===== src/rtl/barker_pkg.sv =====
// Shared Barker-11 definitions used by the serializer and the downstream correlator.
package barker_pkg;

  localparam int BARKER_LEN = 11;
  localparam logic [BARKER_LEN-1:0] BARKER11 = 11'b11100010010;

  typedef logic [BARKER_LEN-1:0] barker_word_t;

endpackage


===== src/rtl/barker_bit_serializer_if.sv =====
// Word-wide slave stream in, 1-bit master stream out, bundled for the serializer.
interface barker_bit_serializer_if #(
  parameter int DATA_W = 16
);

  logic [DATA_W-1:0] s_tdata;
  logic              s_tvalid;
  logic              s_tready;
  logic              m_tdata;
  logic              m_tvalid;
  logic              m_tlast;
  logic              m_tready;

  // slave: the serializer itself; master: whoever feeds words and drains bits
  modport slave (
    input  s_tdata, s_tvalid, m_tready,
    output s_tready, m_tdata, m_tvalid, m_tlast
  );

  modport master (
    output s_tdata, s_tvalid, m_tready,
    input  s_tready, m_tdata, m_tvalid, m_tlast
  );

endinterface


===== src/rtl/barker_bit_serializer.sv =====
// Serializes FRAME_LEN-bit words MSB-first with tlast framing; shift stage plus
// one holding stage lets frames run back-to-back with a registered s_tready.
module barker_bit_serializer
  import barker_pkg::*;
#(
  parameter int FRAME_LEN = BARKER_LEN,
  parameter int DATA_W    = 16,
  parameter int CNT_W     = 16
) (
  input  logic                    i_clk,
  input  logic                    i_rst_n,
  barker_bit_serializer_if.slave  bus,
  output logic                    o_busy,
  output logic [CNT_W-1:0]        o_frame_cnt
);

  localparam int BW = (FRAME_LEN > 1) ? $clog2(FRAME_LEN) : 1;
  localparam logic [BW-1:0] LAST_BIT = BW'(FRAME_LEN - 1);

  if (FRAME_LEN < 2 || FRAME_LEN > DATA_W) begin : g_bad_cfg
    $error("barker_bit_serializer: FRAME_LEN must lie in 2..DATA_W");
  end

  logic [FRAME_LEN-1:0] sh_q, sh_d, hold_q, hold_d;
  logic                 sh_vld_q, sh_vld_d, hold_vld_q, hold_vld_d;
  logic [BW-1:0]        bit_cnt_q, bit_cnt_d;
  logic [CNT_W-1:0]     frame_cnt_q, frame_cnt_d;
  logic                 s_tready_q, s_tready_d;
  logic                 s_xfer, m_xfer, m_last;

  always_comb begin
    sh_d        = sh_q;
    sh_vld_d    = sh_vld_q;
    hold_d      = hold_q;
    hold_vld_d  = hold_vld_q;
    bit_cnt_d   = bit_cnt_q;
    frame_cnt_d = frame_cnt_q;
    s_xfer      = bus.s_tvalid & s_tready_q;
    m_xfer      = sh_vld_q & bus.m_tready;
    m_last      = sh_vld_q && (bit_cnt_q == LAST_BIT);

    if (m_xfer && !m_last) begin
      sh_d      = {sh_q[FRAME_LEN-2:0], 1'b0};
      bit_cnt_d = bit_cnt_q + 1'b1;
    end

    if (m_xfer && m_last) begin
      bit_cnt_d   = '0;
      frame_cnt_d = frame_cnt_q + 1'b1;
      // Refill the shift stage on the last bit so the next frame starts with no gap
      if (hold_vld_q) begin
        sh_d       = hold_q;
        hold_vld_d = 1'b0;
      end else if (s_xfer) begin
        sh_d = bus.s_tdata[FRAME_LEN-1:0];
      end else begin
        sh_vld_d = 1'b0;
      end
    end else if (s_xfer) begin
      if (!sh_vld_q) begin
        sh_d     = bus.s_tdata[FRAME_LEN-1:0];
        sh_vld_d = 1'b1;
      end else begin
        hold_d     = bus.s_tdata[FRAME_LEN-1:0];
        hold_vld_d = 1'b1;
      end
    end

    s_tready_d = ~hold_vld_d;
  end

  always_ff @(posedge i_clk) begin
    if (!i_rst_n) begin
      sh_q        <= '0;
      sh_vld_q    <= 1'b0;
      hold_q      <= '0;
      hold_vld_q  <= 1'b0;
      bit_cnt_q   <= '0;
      frame_cnt_q <= '0;
      s_tready_q  <= 1'b0;
    end else begin
      sh_q        <= sh_d;
      sh_vld_q    <= sh_vld_d;
      hold_q      <= hold_d;
      hold_vld_q  <= hold_vld_d;
      bit_cnt_q   <= bit_cnt_d;
      frame_cnt_q <= frame_cnt_d;
      s_tready_q  <= s_tready_d;
    end
  end

  assign bus.s_tready = s_tready_q;
  assign bus.m_tdata  = sh_q[FRAME_LEN-1];
  assign bus.m_tvalid = sh_vld_q;
  assign bus.m_tlast  = sh_vld_q && (bit_cnt_q == LAST_BIT);
  assign o_busy       = sh_vld_q | hold_vld_q;
  assign o_frame_cnt  = frame_cnt_q;

endmodule


===== src/flat_wrapper.sv =====
// flat-port wrapper written by rule: the top's interface ports become plain ports
module barker_bit_serializer_flat import barker_pkg::*;
#(
  parameter int FRAME_LEN = BARKER_LEN,
  parameter int DATA_W    = 16,
  parameter int CNT_W     = 16
)
  (i_clk, i_rst_n, o_busy, o_frame_cnt, bus_s_tdata, bus_s_tvalid, bus_m_tready, bus_s_tready, bus_m_tdata, bus_m_tvalid, bus_m_tlast);
  barker_bit_serializer_if #(.DATA_W(DATA_W)) bus_i ();
  input  logic i_clk;
  input  logic i_rst_n;
  output logic o_busy;
  output logic [CNT_W-1:0] o_frame_cnt;
  input wire logic [$bits(bus_i.s_tdata)-1:0] bus_s_tdata;
  input wire logic [$bits(bus_i.s_tvalid)-1:0] bus_s_tvalid;
  input wire logic [$bits(bus_i.m_tready)-1:0] bus_m_tready;
  output wire logic [$bits(bus_i.s_tready)-1:0] bus_s_tready;
  output wire logic [$bits(bus_i.m_tdata)-1:0] bus_m_tdata;
  output wire logic [$bits(bus_i.m_tvalid)-1:0] bus_m_tvalid;
  output wire logic [$bits(bus_i.m_tlast)-1:0] bus_m_tlast;
  assign bus_i.s_tdata = bus_s_tdata;
  assign bus_i.s_tvalid = bus_s_tvalid;
  assign bus_i.m_tready = bus_m_tready;
  assign bus_s_tready = bus_i.s_tready;
  assign bus_m_tdata = bus_i.m_tdata;
  assign bus_m_tvalid = bus_i.m_tvalid;
  assign bus_m_tlast = bus_i.m_tlast;
  barker_bit_serializer #(.FRAME_LEN(FRAME_LEN), .DATA_W(DATA_W), .CNT_W(CNT_W)) u_core (.i_clk(i_clk), .i_rst_n(i_rst_n), .bus(bus_i), .o_busy(o_busy), .o_frame_cnt(o_frame_cnt));
endmodule

===== config.mk =====
export PLATFORM = sky130hd
export DESIGN_NAME = barker_bit_serializer_flat
export DESIGN_NICKNAME = d
export VERILOG_FILES = /design/src/rtl/barker_pkg.sv /design/src/rtl/barker_bit_serializer_if.sv /design/src/rtl/barker_bit_serializer.sv /design/src/flat_wrapper.sv
export SDC_FILE = /design/constraint.sdc
export NUM_CORES = 1
export LEC_CHECK = 0
export CAP_MARGIN = 20
export CORE_UTILIZATION = 55
export DETAILED_ROUTE_END_ITERATION = 16
export MAX_ROUTING_LAYER = met4
export PLACE_DENSITY = 0.87
export RECOVER_POWER = 50
export SETUP_SLACK_MARGIN = 0.4
export SYNTH_ARGS = -nofsm -noshare
export SYNTH_HDL_FRONTEND = slang
export SYNTH_SLANG_ARGS = --single-unit
export TNS_END_PERCENT = 30

===== constraint.sdc =====
create_clock -name i_clk -period 5.7 [get_ports i_clk]
set_input_delay 1.14 -clock i_clk [delete_from_list [all_inputs] [get_ports i_clk]]
set_output_delay 1.14 -clock i_clk [all_outputs]
set_load 0.005 [all_outputs]

==> qor.yml <==
layout_min_cycle_time_ns: 3.05
antenna_found_initial: 0
synth_edf_count: 0
path_buf_inv: 1
ctsLongestPathBuffers: 2
ctsRootBufferMaster: "clkbuf_8"
start_kind: "input port"
fin_nets: 298
drive_above_1_share_pct: 4.00
startpoint: "bus_m_tready"
cts_tree: "built"
setup_violations: 0
routed-via-count: 1991
yosysTopAreaCell: "dfxtp_1"
switching_share_pct: 25.5
multi_input_area_mm2: 0.00121
yosys_warnings: 0
p_seq_share_pct: 56.3
start_util_pct: 58.4
p_switching_mw: 0.160
design.core.area_mm2: 0.00374
p_leak_nw: 1.04
pwr-share-comb_pct: 12.3
die_w_um: 65.1
grt_max_degree: 33
grt_pass1_wl_um: 8490
synth_area_leaders: "dfxtp_1 (41%), mux2i_1 (9.6%), nor2_1 (6.5%)"
dpl.hpwl_um: 3270
clock.fmax_mhz: 328
portBuffers: 35
dr.pass1.iters: 4
wirelength_um: 4990
cpMaxStageDelayCell: "dlygate4sd3_1"
first_global_vias: 1819
wl_per_cell_um: 15.5
antenna_cells: 0
clkPwrFrac_pct: 31.4
hold_viol_final: 0
ff_latch_area_um2: 901
clock_latency_ns: 0.29
yosysSeqAreaShare_pct: 41.2
syn_nets: 269
ir_drop_mv: 0.191
synthDistinctLibCells: 42
criticalPathCategory: "input port to register"
holdWs_ns: 0.498
fin_crit_sh_pct: 53.5
gp_congestion: 0.787
die_area_mm2: 0.00423
drtAntennaViolNets: 0
cts_sinks: 45
synthesis.area_mm2: 0.00219
cpLargestDelayFamily: "simple AND/OR/NAND/NOR gates"
netlist.area_leader.share_pct: 41.2
grt_usage_pct: 26.7
cap_violations: 0
report.final.slew_viol_count: 0
arrival_ns: 3.21
synth_area_per_cell_um2: 8.89
hp-class: "register to register"
die_h_um: 65.1
syn_to_final_growth_pct: 20.4
routed_via_density: 6.16
crit_path_max_fanout: 20
num_io_pins: 41
remaining_drc_errors: 0
async_reset_ff_share_pct: 0
finalSetupTns_ns: 0
p_int_mw: 0.468
syn_inst: 246
drtIter0Drc: 157
powerDensity_mw_per_mm2: 238
grt_overflow: 0
tightest_slew_ns: 1.00
r2r-start: "u_core.bus.m_tvalid"
std_cell_rows: 22
htreeDepth: 2
synth-seq-cells: 45
crit_chain: "dlygate4sd3_1, and2_0, nand2_1, mux2i_1, o32ai_1"
synth_flop_cell: "dfxtp_1"
status: "completed"
min_from: "u_core.hold_q[0]"
cts_resized: 0
cp_slowest_stage_delay_ns: 0.62
num-fill-cells: 296
relSlewSlack_pct: 33.2
clock_skew_ns: 0.00439
clkTransAtPathRegs_ns: 0.08
end_kind: "register"
cts_hold_buffers: 0
cts-buffers-inserted: 5
cp.required_ns: 5.86
post_cts_buffers: 0
rsz0062_at_grt: "no"
## cells in the final DEF (no fill, tap or decap), types with 2 or more instances in the layout
| cell type | synthesis | routed |
|---|---|---|
| dfxtp_1 | 45 | 45 |
| nor2_1 | 38 | 38 |
| mux2i_1 | 21 | 21 |
| dlygate4sd3_1 | 0 | 21 |
| nand2_1 | 17 | 17 |
| clkdlybuf4s50_1 | 0 | 14 |
| a21oi_1 | 10 | 10 |
| a221oi_1 | 10 | 10 |
| o221ai_1 | 10 | 10 |
| o32ai_1 | 10 | 10 |
| xnor2_1 | 9 | 9 |
| nand3_1 | 8 | 8 |
| nor3_1 | 6 | 6 |
| clkbuf_8 | 0 | 6 |
| inv_1 | 5 | 5 |
| nand4_1 | 4 | 4 |
| or3_1 | 4 | 4 |
| o21ai_0 | 4 | 4 |
| nor4_1 | 4 | 4 |
| ha_1 | 3 | 3 |
| nand3b_1 | 2 | 2 |
| o21a_1 | 2 | 2 |
## per-layer routing
layer  track usage (%)  routed length [um]  vias to the layer above
li1                  -                   -                      981
met1              34.9                2290                      948
met2              41.0                2410                       58
met3              5.46                 244                        4
met4              9.24                  56                        0
met5                 -                   0                        -
## per-stage QoR
stage	setup WS (ns)	utilization, %	cell area [um^2]	power, mW	cells
after global placement	2.59	68.0	2550	0.432	316
after global routing	2.49	70.4	2630	0.654	323
after detailed placement	2.49	68.0	2550	0.436	316
final	2.65	70.4	2630	0.627	323
after CTS	2.64	70.4	2630	0.630	323
after floorplan	3.40	-	2190	0.404	246
## sequential cells by signal, indices dropped and copies added, names as in the netlist
| register | cells |
|---|---|
| u_core.bus.m_tvalid | 1 |
| u_core.sh_q | 11 |
| u_core.o_frame_cnt | 16 |
| u_core.hold_vld_q | 1 |
| u_core.bit_cnt_q | 4 |
| u_core.hold_q | 11 |
| u_core.bus.s_tready | 1 |
## worst min-delay path, stage by stage (launching register included)
cell	delay, ns
dfxtp_1	0.33
mux2i_1	0.06
nor2_1	0.07
## power by group through the flow
stage          registers, mW  logic, mW  clock network [mW]
2_1_floorplan          0.353     0.0509                   0
5_1_grt                0.355     0.0850               0.214
6_report               0.353     0.0772               0.197
3_3_place_gp           0.358     0.0744                   0
3_5_place_dp           0.359     0.0770                   0
4_1_cts                0.352     0.0776               0.200
## cell usage after synthesis (2+ instances only)
library cell / count
ha_1: 3
inv_1: 5
nand4_1: 4
a21oi_1: 10
xnor2_1: 9
nand3b_1: 2
and2_1: 2
or3_1: 4
a221oi_1: 10
nand3_1: 8
nor3_1: 6
buf_2: 3
nor4_1: 4
dfxtp_1: 45
mux2i_1: 21
clkbuf_1: 9
o32ai_1: 10
o21a_1: 2
o221ai_1: 10
nand2_1: 17
o21ai_0: 4
nor2_1: 38
## area by class of cell
cell class                 count  share of cell area (%)
clock buffer                   7                    3.28
inverter                       5                   0.713
multi-input combinational    182                    45.9
sequential                    45                    34.2
tap                           48                    2.28
timing repair buffer          36                    13.6
## cells by family after synthesis
kind of cell / Yosys count / synth area share, %
compound gates: 53 / 18.4
xor+xnor: 10 / 4.00
fa+ha+maj: 3 / 1.72
buf+inv: 19 / 3.49
flops: 45 / 41.2
mux: 21 / 9.61
simple gates: 95 / 21.6
## final timing paths
kind | slack (ns) | to | cells past startpoint
setup / recovery | 2.65 | u_core.sh_q[3] | 5
hold / removal | 0.50 | u_core.hold_q[0] | 2
setup reg to reg | 3.55 | u_core.sh_q[3] | 4
hold reg to reg | 0.50 | u_core.hold_q[0] | 2
No activity file was read; power rests on OpenSTA's default activity.
